$ cat src/rtl/uart_tx_fifo.sv
// UART transmitter with its own baud timer and a transmit FIFO.
// Frame: start bit, DATA_BITS data bits (LSB first), optional parity bit, STOP_BITS stop bits.
module uart_tx_fifo #(
  parameter int CLKS_PER_BIT = 868,
  parameter int DATA_BITS    = 8,
  parameter int PARITY_MODE  = 0,
  parameter int STOP_BITS    = 1,
  parameter int FIFO_DEPTH   = 16
) (
  input  logic                        clk,
  input  logic                        rst_in,
  input  logic [DATA_BITS-1:0]        tx_data,
  input  logic                        tx_valid,
  output logic                        tx_ready,
  output logic                        tx,
  output logic                        busy,
  output logic                        frame_done,
  output logic [$clog2(FIFO_DEPTH):0] fifo_count
);

  localparam int AW   = $clog2(FIFO_DEPTH);
  localparam int CW   = AW + 1;
  localparam int TW   = $clog2(CLKS_PER_BIT);
  localparam int CNTW = 4;

  localparam logic [TW-1:0]   BIT_LAST   = TW'(CLKS_PER_BIT - 1);
  localparam logic [CNTW-1:0] DATA_LAST  = CNTW'(DATA_BITS - 1);
  localparam logic [CNTW-1:0] STOP_LAST  = CNTW'(STOP_BITS - 1);
  localparam logic            HAS_PARITY = (PARITY_MODE != 0);
  localparam logic            PAR_ODD    = (PARITY_MODE == 2);

  typedef enum logic [2:0] {
    S_IDLE,
    S_START,
    S_DATA,
    S_PARITY,
    S_STOP
  } state_t;

  logic [DATA_BITS-1:0] mem_q [FIFO_DEPTH];
  logic [AW-1:0]        wr_ptr_q, wr_ptr_d;
  logic [AW-1:0]        rd_ptr_q, rd_ptr_d;
  logic [CW-1:0]        count_q, count_d;
  logic                 push;
  logic                 pop;
  logic                 fifo_empty;
  logic [DATA_BITS-1:0] head;

  state_t               state_q, state_d;
  logic [TW-1:0]        timer_q, timer_d;
  logic [CNTW-1:0]      bit_cnt_q, bit_cnt_d;
  logic [DATA_BITS-1:0] shift_q, shift_d;
  logic                 par_q, par_d;
  logic                 tx_q, tx_d;
  logic                 frame_done_q, frame_done_d;
  logic                 bit_end;
  logic                 start_frame;

  assign tx_ready   = (count_q != CW'(FIFO_DEPTH));
  assign push       = tx_valid && tx_ready;
  assign fifo_empty = (count_q == '0);
  assign head       = mem_q[rd_ptr_q];

  assign tx         = tx_q;
  assign frame_done = frame_done_q;
  assign fifo_count = count_q;
  assign busy       = (state_q != S_IDLE) || !fifo_empty;

  always_comb begin
    wr_ptr_d = wr_ptr_q;
    rd_ptr_d = rd_ptr_q;
    count_d  = count_q;
    if (push) wr_ptr_d = wr_ptr_q + 1'b1;
    if (pop)  rd_ptr_d = rd_ptr_q + 1'b1;
    case ({push, pop})
      2'b10:   count_d = count_q + 1'b1;
      2'b01:   count_d = count_q - 1'b1;
      default: count_d = count_q;
    endcase
  end

  // Storage carries no reset; only pointers and count define what is valid.
  always_ff @(posedge clk) begin
    if (push) mem_q[wr_ptr_q] <= tx_data;
  end

  // tx is registered from the current state, so the line trails the FSM by one cycle.
  always_comb begin
    state_d      = state_q;
    timer_d      = timer_q;
    bit_cnt_d    = bit_cnt_q;
    shift_d      = shift_q;
    par_d        = par_q;
    tx_d         = 1'b1;
    frame_done_d = 1'b0;
    start_frame  = 1'b0;
    pop          = 1'b0;
    bit_end      = (timer_q == '0);

    if (state_q != S_IDLE) timer_d = bit_end ? BIT_LAST : timer_q - 1'b1;

    case (state_q)
      S_IDLE: begin
        tx_d = 1'b1;
        if (!fifo_empty) start_frame = 1'b1;
      end
      S_START: begin
        tx_d = 1'b0;
        if (bit_end) begin
          state_d   = S_DATA;
          bit_cnt_d = '0;
        end
      end
      S_DATA: begin
        tx_d = shift_q[0];
        if (bit_end) begin
          shift_d = shift_q >> 1;
          if (bit_cnt_q == DATA_LAST) begin
            state_d   = HAS_PARITY ? S_PARITY : S_STOP;
            bit_cnt_d = '0;
          end else begin
            bit_cnt_d = bit_cnt_q + 1'b1;
          end
        end
      end
      S_PARITY: begin
        tx_d = par_q;
        if (bit_end) begin
          state_d   = S_STOP;
          bit_cnt_d = '0;
        end
      end
      S_STOP: begin
        tx_d = 1'b1;
        if (bit_end) begin
          if (bit_cnt_q == STOP_LAST) begin
            frame_done_d = 1'b1;
            if (!fifo_empty) start_frame = 1'b1;
            else             state_d     = S_IDLE;
          end else begin
            bit_cnt_d = bit_cnt_q + 1'b1;
          end
        end
      end
      default: state_d = S_IDLE;
    endcase

    // Latch the head word and its parity at pop so later tx_data changes cannot leak in.
    if (start_frame) begin
      pop     = 1'b1;
      shift_d = head;
      par_d   = (^head) ^ PAR_ODD;
      state_d = S_START;
      timer_d = BIT_LAST;
    end
  end

  always_ff @(posedge clk) begin
    if (rst_in) begin
      wr_ptr_q     <= '0;
      rd_ptr_q     <= '0;
      count_q      <= '0;
      state_q      <= S_IDLE;
      timer_q      <= '0;
      bit_cnt_q    <= '0;
      tx_q         <= 1'b1;
      frame_done_q <= 1'b0;
    end else begin
      wr_ptr_q     <= wr_ptr_d;
      rd_ptr_q     <= rd_ptr_d;
      count_q      <= count_d;
      state_q      <= state_d;
      timer_q      <= timer_d;
      bit_cnt_q    <= bit_cnt_d;
      tx_q         <= tx_d;
      frame_done_q <= frame_done_d;
    end
  end

  always_ff @(posedge clk) begin
    shift_q <= shift_d;
    par_q   <= par_d;
  end

endmodule

$ cat config.mk
export PLATFORM = sky130hd
export DESIGN_NAME = uart_tx_fifo
export DESIGN_NICKNAME = d
export VERILOG_FILES = /design/src/rtl/uart_tx_fifo.sv
export SDC_FILE = /design/constraint.sdc
export NUM_CORES = 1
export LEC_CHECK = 0
export ABC_AREA = 0
export CAP_MARGIN = 0
export CORE_MARGIN = 5
export CORE_UTILIZATION = 60
export CTS_CLUSTER_SIZE = 28
export DETAILED_ROUTE_END_ITERATION = 7
export PLACE_DENSITY = 0.77
export SYNTH_ARGS = -nofsm -noshare
export SYNTH_HDL_FRONTEND = slang
export SYNTH_SLANG_ARGS = --single-unit
$ cat constraint.sdc
create_clock -name clk -period 4.4 [get_ports clk]
set_input_delay 0.66 -clock clk [delete_from_list [all_inputs] [get_ports clk]]
set_output_delay 0.66 -clock clk [all_outputs]
set_load 0.02 [all_outputs]
After elaboration in Yosys (flattened, before gate mapping)
Memory sizes are Yosys's and may differ from the RTL's. A register that Yosys moved wholly into a read port is not among the register bits. Cells that the tools add are included.

Add/sub/neg operators: 6. Eq/ne operators: 25. Multiplexer cells: 33. Bitwise logic cells: 3. Reductions and logical operators: 21.

Operators with widths (count): $mux 10 (3); $mux 4 (7); $mux 8 (3); $mux 3 (7); $ne 3x3->1 const B (7); $ne 2x2->1 const B (9); $reduce_and 8->1 (2); $pmux 3 s5 (1); $add 4x1->4 const B (3); $pmux 4 s3 (1); $logic_not 10->1 (1); $pmux 5 s2 (1); $sub 10x1->10 const B (1); $mux 1 (8); $reduce_bool 2->1 (4); $reduce_xor 8->1 (1); $eq 3x2->1 const B (2); $reduce_bool 3->1 (2); $add 5x1->5 const B (1); $logic_not 5->1 (1); $ne 5x5->1 const B (1); $reduce_and 5->1 (1); $sub 5x1->5 const B (1); $eq 4x3->1 const B (1); other kinds (16) (19).

Bits in registers: 41. RAM bits: 128. Output and inout port bits: 9. Word-level logic and storage cells: 101. Memories: 1.

Memories: mem_q (depth 16, bits a word 8, rd ports 1, clocked after Yosys merged registers in 1, write ports 1, line 40) `logic [DATA_BITS-1:0] mem_q [FIFO_DEPTH];`.

Logic depth before layout (Yosys ltp)
Gate-level depths: netlist of run 1.

Word-level depth: 8. Depth in mapped cells: 16. Depth with buffers taken out: 14.

Worst setup path before layout of run 1
OpenSTA, ideal clock, no wires.

Path kind: flip-flop to flip-flop. From: register timer_q[0]. To: register count_q[4], in the netlist fifo_count[4]. Setup time: 0.071 ns. Data arrival time: 3.458 ns. Path slack: 0.872 ns. Stages on the path, launching flop included: 17. Path buffers: 2. Clock period less this slack: 3.528 ns. Cell sequence: dfxtp_1 -> inv_1 -> ha_1 -> nor2b_1 -> nand4_1 -> a2111oi_4 -> buf_4 -> ha_1 -> clkbuf_1 -> xor2_1 -> ha_1 -> o21a_1 -> o22a_1 -> a21oi_1 -> xor2_1 -> or3_1 -> a21oi_1.

Longest elaborated chain between the ends: 6. Elaborated cells on any way between the ends: 8.

RTL lines: start: declaration (line 50) `logic [TW-1:0] timer_q, timer_d;`; start signal: assignment (line 173) `timer_q <= timer_d;`; $logic_not 10->1 (*) (line 98) `bit_end = (timer_q == '0);`; $mux 1 (*) (line 135) `if (bit_end) begin`; $pmux 1 s2 (*) (line 102) `case (state_q)`; $mux 1 (*) (line 149) `if (start_frame) begin`; named net pop (line 45) `logic pop;`; $eq 2x1->1 or $eq 2x2->1 (tied branches) (line 75) `case ({push, pop})`; $pmux 5 s2 or $reduce_bool 2->1 (tied branches); end signal: assignment (line 171) `count_q <= count_d;`; end: declaration (line 43) `logic [CW-1:0] count_q, count_d;`.

Mark *: on every way through the listed nets, which the timed path passes. The rest lies on a longest branch. A chain may end at the register's enable or synchronous reset.

Final worst setup path of run 1
From: register bit_cnt_q[0]. To: register count_q[4], in the netlist fifo_count[4].

Longest elaborated chain between the ends: 7. Elaborated cells on any way between the ends: 9.

RTL lines: start: declaration (line 51) `logic [CNTW-1:0] bit_cnt_q, bit_cnt_d;`; start signal: assignment (line 174) `bit_cnt_q <= bit_cnt_d;`; $logic_not 4->1 (*) (line 136) `if (bit_cnt_q == STOP_LAST) begin`; $mux 1 (*) (line 136); $mux 1 (*) (line 135); $pmux 1 s2 (*) (line 102); $mux 1 (*) (line 149); $eq 2x1->1 or $eq 2x2->1 (tied branches) (line 75); $pmux 5 s2 or $reduce_bool 2->1 (tied branches).

Mark *: on every way between the ends. The rest lies on a longest branch, timed or not.

==> results of run 1 <==
## area by class of cell
class | count | area [um2]
clock buffer | 19 | 432.9
clock inverter | 12 | 90.09
fill | 780 | 3840
inverter | 11 | 41.29
multi-input combinational | 250 | 2237
sequential | 173 | 4836
tap | 147 | 183.9
timing repair buffer | 27 | 250.2
## stage by stage
step	total power, mW	cell area (um2)	worst slack (ps)
finish	5.130	8071	926.0
global route	5.419	8071	594.3
CTS	5.166	8071	930.8
detailed placement	3.837	7548	939.0
global placement	3.771	7548	1050
floorplan	3.444	7234	871.8
## cell families after synthesis
logic type / after synthesis
flops: 173
fa+ha+maj: 13
xor+xnor: 23
simple gates: 108
compound gates: 52
mux: 54
buf+inv: 33
## routing by layer
metal / track usage [%] / share of wire, % / up-vias
met1: 25.91 / 42 / 1944
met4: 4.724 / 0.59 / 0
met5: 0 / 0 / -
met2: 34.46 / 53 / 130
li1: - / - / 1811
met3: 5.891 / 5.3 / 5
## path summary, 6_finish.rpt
path	startpoint	to	slack, ps	cells past startpoint
min reg2reg	par_q	tx	500	2
max reg2reg	bit_cnt_q[0]	fifo_count[4]	930	14
max	bit_cnt_q[0]	fifo_count[4]	930	14
min	par_q	tx	500	2
## flip-flops by register name (all words and copies together) (netlist names), named ones only
register,flops
par_q,1
fifo_count,5
wr_ptr_q,4
tx,1
timer_q,10
frame_done,1
rd_ptr_q,4
state_q,3
mem_q,128
shift_q,8
bit_cnt_q,4
## worst reg2reg max path, stage by stage, from the launching register on
cell,delay [ps]
dfxtp_1,320
inv_1,90
ha_1,150
nor3b_1,270
nand4_1,250
a2111oi_4,460
ha_1,430
xor2_1,120
ha_1,230
o21a_1,180
o22a_1,190
a21oi_1,170
xor2_1,90
or3_1,310
a21oi_1,140
## synthesized netlist by cell type (all sizes together) (5+ instances only)
cell type and number:
buf 8, o21ai 7, xor2 9, mux2 7, a21oi 11, mux2i 18
clkbuf 14, edfxtp 137, ha 13, dfxtp 36, nor2 49, nor4 5
mux4 29, inv 11, xnor2 13, a221oi 7, nand2 20, nor3 8
## report_power, final
part	total, mW	internal [mW]	switching (mW)	leakage (nW)
Clock	1.32	0.722	0.597	0.242
Combinational	1.62	0.796	0.820	0.899
Sequential	2.19	1.99	0.202	1.54
Total	5.13	3.51	1.62	2.68
==> flow_metrics.tcl, run 1 <==
set metrics [dict create \
    synth_cell_types 55 \
    drc 0 \
    slowest_stage "a2111oi_4" \
    slew_headroom_pct 33.70 \
    holdWs_ps 504.5 \
    yosysWarnings 0 \
    final_common_cell "edfxtp_1" \
    worstSetupPathType "reg2reg" \
    status "complete, no violations" \
    cp.required_ps 4720 \
    cpLargestDelayFamily "compound AO/OA/AOI/OAI gates" \
    netlist_top_cells_area "edfxtp_1 (57%), dfxtp_1 (10%), mux4_2 (6.8%)" \
    clk-insertion-delay-late_ps 420 \
    gp_congestion 0.8694 \
    cts_setup_buffers 0 \
    ys_seq_area_share_pct 66.83 \
    core_area_um2 11910 \
    tightest_slew_ps 991.4 \
    detail_route.iter0.violations 528 \
    fmax_ghz 0.2879 \
    grt_pass1_wl_um 21460 \
    cts_tree "yes" \
    ant_nets 0 \
    worstPathArrival_ps 3800 \
    p_leak_nw 2.677 \
    area_growth_pct 11.57 \
    synth_top_family_by_area "multiplexers" \
    avgSynthCellArea_um2 15.86 \
    syn_nets 480 \
    floorplan.initialDensity_pct 60.74 \
    ys_seq_elements 173 \
    final_cell_mix "edfxtp_1 (137), nor2_1 (49), dfxtp_1 (35)" \
    fin_util_pct 67.76 \
    cts-root-buf "clkbuf_16" \
    ctsHoldBuffers 0 \
    worst-path-buf-inv 1 \
    routedWlPerCell_um 21.00 \
    cts.path.max_buffers 2 \
    final_cells 639 \
    synthXorXnorAreaFrac_pct 3.182 \
    min_path_type "reg2reg" \
    slew_violations 0 \
    num_io_pins 20 \
    cts_resized 0 \
    yosys.area.top_type "edfxtp_1" \
    grt_usage_pct 20.24 \
    end_kind "register" \
    drv_cap 0 \
    antenna_found_initial 0 \
    synthAdderAreaFrac_pct 2.248 \
    synth-simple-area-share_pct 7.316 \
    first_global_vias 3976 \
    synth_top_area_share_pct 56.87 \
    row_count 40 \
    grt_start_max_net_pins 27 \
    htreeDepth 4 \
    synthArstFlopShare_pct 0 \
    slowest_delay_ps 460 \
    numPortBuffers 19 \
    cts_buffers 17 \
    synth-edff-count 137 \
    crit_path_cell_trace "inv_1, ha_1, nor3b_1, nand4_1, a2111oi_4, ha_1, xor2_1, ha_1, o21a_1, o22a_1, a21oi_1, xor2_1, or3_1, a21oi_1" \
    fin_crit_sh_pct 78.95 \
    diodes 0 \
    vias_per_cell 6.088 \
    drive_gt1_share_pct 14.43 \
    hold_violations 0 \
    nets 504 \
    startpoint_type "register" \
    drt-pass1-iter-count 5 \
    max-vdd-ir-drop_mv 0.5613 \
    syn_inst 456 \
    die-width_um 119.8 \
    syn_area_um2 7234 \
    finClkSkew_ps 8.500 \
    clk_pin_slew_worst_paths_ps 60 \
    dp_hpwl_um 8820 \
    die_h_um 119.8 \
    cp_common_cell "ha_1" \
    finalSetupViolCount 0 \
    min_period_ps 3474 \
    synth_compound_area_share_pct 5.206 \
    synth_mux_area_share_pct 12.97 \
    placed_cells 608 \
    cts_num_sinks 173 \
    worst-path-max-fanout 9 \
    power_density_nw_per_um2 635.6 \
    grt_overflow_total 0 \
    rsz0062_at_grt "false" \
    setup_tns_ps 0 \
    dieArea_um2 14350 \
    yosys_most_used_dff "edfxtp_1" \
    wirelength_um 13420 \
    num_vias 3890 \
]
Note: power is estimated with default switching activity, not from simulation.
==> run 2, diff against run 1 <==
--- a/config.mk
+++ b/config.mk
@@ -8,10 +8,10 @@
 export ABC_AREA = 0
 export CAP_MARGIN = 0
 export CORE_MARGIN = 5
-export CORE_UTILIZATION = 60
+export CORE_UTILIZATION = 55
 export CTS_CLUSTER_SIZE = 28
 export DETAILED_ROUTE_END_ITERATION = 7
-export PLACE_DENSITY = 0.77
+export PLACE_DENSITY = 0.74
 export SYNTH_ARGS = -nofsm -noshare
 export SYNTH_HDL_FRONTEND = slang
 export SYNTH_SLANG_ARGS = --single-unit
==> constraint.sdc (replaced) <==
create_clock -name clk -period 3.1 [get_ports clk]
set_input_delay 0.465 -clock clk [delete_from_list [all_inputs] [get_ports clk]]
set_output_delay 0.465 -clock clk [all_outputs]
set_load 0.02 [all_outputs]
==> flow_metrics.tcl, run 2 (synthesis results as in run 1) <==
set metrics [dict create \
    max-vdd-ir-drop_mv 0.4886 \
    cts-root-buf "clkbuf_16" \
    grt_start_max_net_pins 28 \
    cp.required_ps 3470 \
    numPortBuffers 19 \
    gp_congestion 0.8399 \
    cpLargestDelayFamily "compound AO/OA/AOI/OAI gates" \
    r2r-end "fifo_count[4]" \
    floorplan.initialDensity_pct 55.29 \
    cts.path.max_buffers 2 \
    fmax_ghz 0.3334 \
    diodes 0 \
    nets 527 \
    reg2reg_slack_ps 100 \
    num_io_pins 20 \
    final_cell_mix "edfxtp_1 (137), nor2_1 (49), buf_4 (30)" \
    rsz0062_at_grt "true" \
    drive_gt1_share_pct 21.90 \
    ctsHoldBuffers 0 \
    htreeDepth 4 \
    grt_overflow_total 0 \
    layout.area.seq_um2 4843 \
    num_vias 3945 \
    antenna_found_initial 0 \
    pwr-share-clk_pct 28.3 \
    dieArea_um2 15550 \
    status "complete, no violations" \
    finalSetupViolCount 0 \
    intPower_mw 5.313 \
    multiInputGateArea_um2 2282 \
    post_dp_cell_area_um2 7787 \
    final_common_cell "edfxtp_1" \
    row_count 42 \
    worstSetupPathType "reg2reg" \
    drv_cap 0 \
    worst-path-max-fanout 5 \
    routedWlPerCell_um 19.44 \
    first_global_vias 3931 \
    hold_path_end "timer_q[0]" \
    path_depth 14 \
    layout_setup_ws_ps 100.9 \
    largest_registers "mem_q x128, timer_q x10, shift_q x8" \
    worstPathArrival_ps 3370 \
    switching_power_mw 2.448 \
    worstHoldPathCells 1 \
    core_area_um2 13090 \
    seq_power_share_pct 38.9 \
    area_growth_pct 16.60 \
    hold_violations 0 \
    cts_tree "yes" \
    fillers 883 \
    power_density_nw_per_um2 920.0 \
    startpoint_type "register" \
    p_leak_nw 2.877 \
    die_h_um 124.7 \
    pre_cts_slack_ps 124.0 \
    cts_buffers 17 \
    dp_hpwl_um 8646 \
    grt_usage_pct 18.02 \
    clk_pin_slew_worst_paths_ps 70 \
    slew_headroom_pct 62.32 \
    rr_worst_depth 14 \
    detail_route.iter0.violations 358 \
    finClkSkew_ps 8.533 \
    vias_per_cell 5.701 \
    slowest_stage "a2111oi_4" \
    fin_crit_sh_pct 96.74 \
    grt_pass1_wl_um 21470 \
    slew_violations 0 \
    reg2reg_from "timer_q[0]" \
    slowest_delay_ps 480 \
    min_from "timer_q[0]" \
    ant_nets 0 \
    worst-path-buf-inv 1 \
    stdcell_area_um2 8436 \
    drc 0 \
    tightest_slew_ps 563.5 \
    pwr-share-comb_pct 32.9 \
    min_period_ps 2999 \
    largest_register_ffs 128 \
    die-width_um 124.7 \
    end_kind "register" \
    crit_path_cell_trace "inv_1, ha_1, nor2b_4, nand4_1, a2111oi_4, ha_4, xor2_1, ha_2, a21boi_2, o22a_1, a21oi_2, xor2_1, or3_1, a21oi_2" \
    min_path_type "reg2reg" \
    clk-insertion-delay-late_ps 430 \
    cts_num_sinks 173 \
    power.share.switching_pct 31.54 \
    top_register "mem_q" \
    drt-pass1-iter-count 4 \
    wirelength_um 13450 \
]
run 2: changes by cell type in the layout (fill, tap and decap cells not counted), moves of 4 or more:
cell / delta
clkinvlp_4: -4
inv_8: +7
dfxtp_2: +6
buf_4: +22
dfxtp_1: -6
run 2: power by group through the flow:
stage                     clock, mW  sequential (mW)  combinational [mW]
after detailed placement          0             3.06                2.52
after global routing           2.34             3.04                2.79
after global placement            0             3.04                2.45
after CTS                      2.23             3.01                2.54
final                          2.19             3.02                2.55
after floorplan                   0             3.04                1.92
run 2: worst max path at each step:
stage / start / end / slack, ps
floorplan: timer_q[8] / fifo_count[4] / -60
global placement: bit_cnt_q[0] / fifo_count[4] / 210
detailed placement: bit_cnt_q[0] / fifo_count[4] / 120
CTS: timer_q[0] / fifo_count[4] / 80
global route: bit_cnt_q[0] / fifo_count[4] / -130
finish: timer_q[0] / fifo_count[4] / 100
run 2: cell type report:
class / count / area share [%]
Clock buffer: 17 / 5.043
Inverter: 11 / 0.4895
Multi-Input combinational cell: 250 / 27.05
Clock inverter: 15 / 2.225
Timing Repair Buffer: 50 / 5.162
Sequential cell: 173 / 57.42
Tap cell: 176 / 2.610
run 2: stage by stage:
step	total power, mW	cells	setup TNS (ps)	hold slack, ps	utilization (%)
2_1_floorplan	4.953	456	-56.82	449.3	-
3_3_place_gp	5.490	658	0	471.0	59.51
4_1_cts	7.787	690	0	486.7	64.20
6_report	7.761	692	0	479.4	64.47
5_1_grt	8.168	692	-132.4	499.9	64.47
3_5_place_dp	5.579	658	0	473.3	59.51
run 2: layer usage:
layer  track usage [%]  up-vias  wire length (um)  share of wire, %
met5                 0        -                 0                 0
met4             6.319        0               220               1.6
met3             4.374       21               488               3.6
met2             29.96       82              7007                52
met1             23.26     1980              5737                43
li1                  -     1862                 -                 -
run 2: worst reg2reg max path, stage by stage (launching register included):
cell,delay [ps]
dfxtp_2,340
inv_1,80
ha_1,150
nor2b_4,160
nand4_1,190
a2111oi_4,480
ha_4,200
xor2_1,160
ha_2,220
a21boi_2,150
o22a_1,140
a21oi_2,60
xor2_1,140
or3_1,330
a21oi_2,120
run 2: timing repair:
action	4_1_cts	5_1_grt
resized for setup	0	8
setup endpoints to repair	0	1
buffers inserted	0	2
==> run 3, diff against run 2 <==
--- a/config.mk
+++ b/config.mk
@@ -11,7 +11,7 @@
 export CORE_UTILIZATION = 55
 export CTS_CLUSTER_SIZE = 28
 export DETAILED_ROUTE_END_ITERATION = 7
-export PLACE_DENSITY = 0.74
+export PLACE_DENSITY = 0.75
 export SYNTH_ARGS = -nofsm -noshare
 export SYNTH_HDL_FRONTEND = slang
 export SYNTH_SLANG_ARGS = --single-unit
==> flow_metrics.tcl, run 3 (synthesis results as in run 1) <==
set metrics [dict create \
    min_path_type "reg2reg" \
    die_h_um 124.7 \
    largest_register_ffs 128 \
    top_register "mem_q" \
    dieArea_um2 15550 \
    slew_headroom_pct 58.69 \
    intPower_mw 5.273 \
    cts_num_sinks 173 \
    startpoint_type "register" \
    wirelength_um 13590 \
    grt_start_max_net_pins 28 \
    setup_tns_ps 0 \
    critPathCapture "fifo_count[4]" \
    pwr-share-comb_pct 33.7 \
    gp_congestion 0.8292 \
    diodes 0 \
    cts_tree "yes" \
    fillers 899 \
    detail_route.iter0.violations 451 \
    grt_overflow_total 0 \
    floorplan.initialDensity_pct 55.29 \
    numPortBuffers 19 \
    slowest_stage "a2111oi_4" \
    final_common_cell "edfxtp_1" \
    worst-path-max-fanout 3 \
    clk_pin_slew_worst_paths_ps 60 \
    max-vdd-ir-drop_mv 0.5562 \
    power.share.switching_pct 31.13 \
    vias_per_cell 5.808 \
    drv_cap 0 \
    grt_pass1_wl_um 21860 \
    layout_setup_ws_ps 124.5 \
    cp.required_ps 3460 \
    layout.area.seq_um2 4841 \
    slew_violations 0 \
    p_total_mw 7.656 \
    drt-pass1-iter-count 5 \
    r2r-end "fifo_count[4]" \
    reg2reg_slack_ps 120 \
    finalSetupViolCount 0 \
    cts-root-buf "clkbuf_16" \
    dp_hpwl_um 8879 \
    stdcell_area_um2 8401 \
    finClkSkew_ps 9.728 \
    worstPathArrival_ps 3330 \
    worstSetupPathType "reg2reg" \
    routedWlPerCell_um 19.61 \
    rsz0062_at_grt "true" \
    first_global_vias 4123 \
    p_leak_nw 2.854 \
    drc 0 \
    largest_registers "mem_q x128, timer_q x10, shift_q x8" \
    tightest_slew_ps 617.7 \
    status "complete, no violations" \
    rr_worst_depth 14 \
    clk-insertion-delay-late_ps 420 \
    post_dp_cell_area_um2 7772 \
    switching_power_mw 2.383 \
    htreeDepth 4 \
    crit_start "bit_cnt_q[0]" \
    row_count 42 \
    ant_nets 0 \
    multiInputGateArea_um2 2285 \
    seq_power_share_pct 39.5 \
    hold_violations 0 \
    reg2reg_from "bit_cnt_q[0]" \
    cts.path.max_buffers 2 \
    slowest_delay_ps 420 \
    nets 528 \
    final_cell_mix "edfxtp_1 (137), nor2_1 (49), dfxtp_1 (31), buf_4 (31), mux4_2 (22)" \
    fmax_ghz 0.3361 \
    grt_usage_pct 18.20 \
    power_density_nw_per_um2 911.4 \
    crit_path_cell_trace "inv_2, ha_1, nor3b_4, nand4_1, a2111oi_4, ha_4, xor2_1, ha_2, a21boi_2, o22a_1, a21oi_2, xor2_1, or3_1, a21oi_2" \
    pwr-share-clk_pct 26.8 \
    pre_cts_slack_ps 83.80 \
    core_area_um2 13090 \
    min_period_ps 2975 \
    num_vias 4025 \
    end_kind "register" \
    die-width_um 124.7 \
    num_io_pins 20 \
    fin_crit_sh_pct 95.98 \
    cts_buffers 17 \
    antenna_found_initial 0 \
    area_growth_pct 16.12 \
    drive_gt1_share_pct 21.08 \
]
## run 3: cell types whose count changed in the layout (fill, tap and decap cells not counted), sizes merged
cell,previous run,this run
clkbuf,17,19
clkinv,3,6
inv,21,15
clkinvlp,0,1
buf,31,32
## run 3: layout make-up
cell class | count | area share [%]
Clock inverter | 13 | 1.638
Tap cell | 176 | 2.621
Clock buffer | 19 | 5.153
Timing Repair Buffer | 51 | 5.273
Sequential cell | 173 | 57.63
Multi-Input combinational cell | 250 | 27.20
Inverter | 11 | 0.4915
## run 3: power by group through the flow
stage / Sequential [mW] / Clock, mW / Combinational [mW]
floorplan: 3.04 / 0 / 1.92
global placement: 3.05 / 0 / 2.40
detailed placement: 3.07 / 0 / 2.49
CTS: 3.02 / 2.08 / 2.52
global route: 3.06 / 2.19 / 2.79
finish: 3.02 / 2.06 / 2.58
## run 3: critical path: cells and delay by family, from the launching register on
family / cells / cell delay (ps)
adder cells (fa/ha/maj): 3 / 550
XOR/XNOR: 2 / 310
buffers and inverters: 1 / 60
AND/OR/NAND/NOR: 3 / 760
AO/OA/AOI/OAI: 5 / 900
flip-flops: 1 / 330
## run 3: how the worst min path moves through the flow
stage                from    endpoint  slack (ps)  depth (start not counted)
2_1_floorplan       par_q          tx         450                          2
3_3_place_gp   timer_q[8]  timer_q[8]         470                          1
3_5_place_dp        par_q          tx         480                          2
4_1_cts             par_q          tx         490                          2
5_1_grt        timer_q[8]  timer_q[8]         520                          1
6_report            par_q          tx         490                          2
## run 3: metrics by stage
step	util [%]	hold WS (ps)	cells
floorplan	-	449.3	456
global placement	59.40	470.8	656
detailed placement	59.40	476.4	656
CTS	63.82	490.9	689
global route	64.20	518.8	693
finish	64.20	488.8	693
## run 3: per-layer routing
layer	GRT usage [%]	vias up	wire length [um]
met5	0	-	0
met4	6.319	0	237
met3	4.545	23	628
met2	30.47	121	6947
met1	23.24	2023	5774
li1	-	1858	-
## run 3: what timing repair did
action                                  CTS  global route
setup buffers                             1             4
pin swaps                                 2             4
hold buffers                              0             0
gates resized for setup                   0             7
endpoints found under the setup margin    1             2
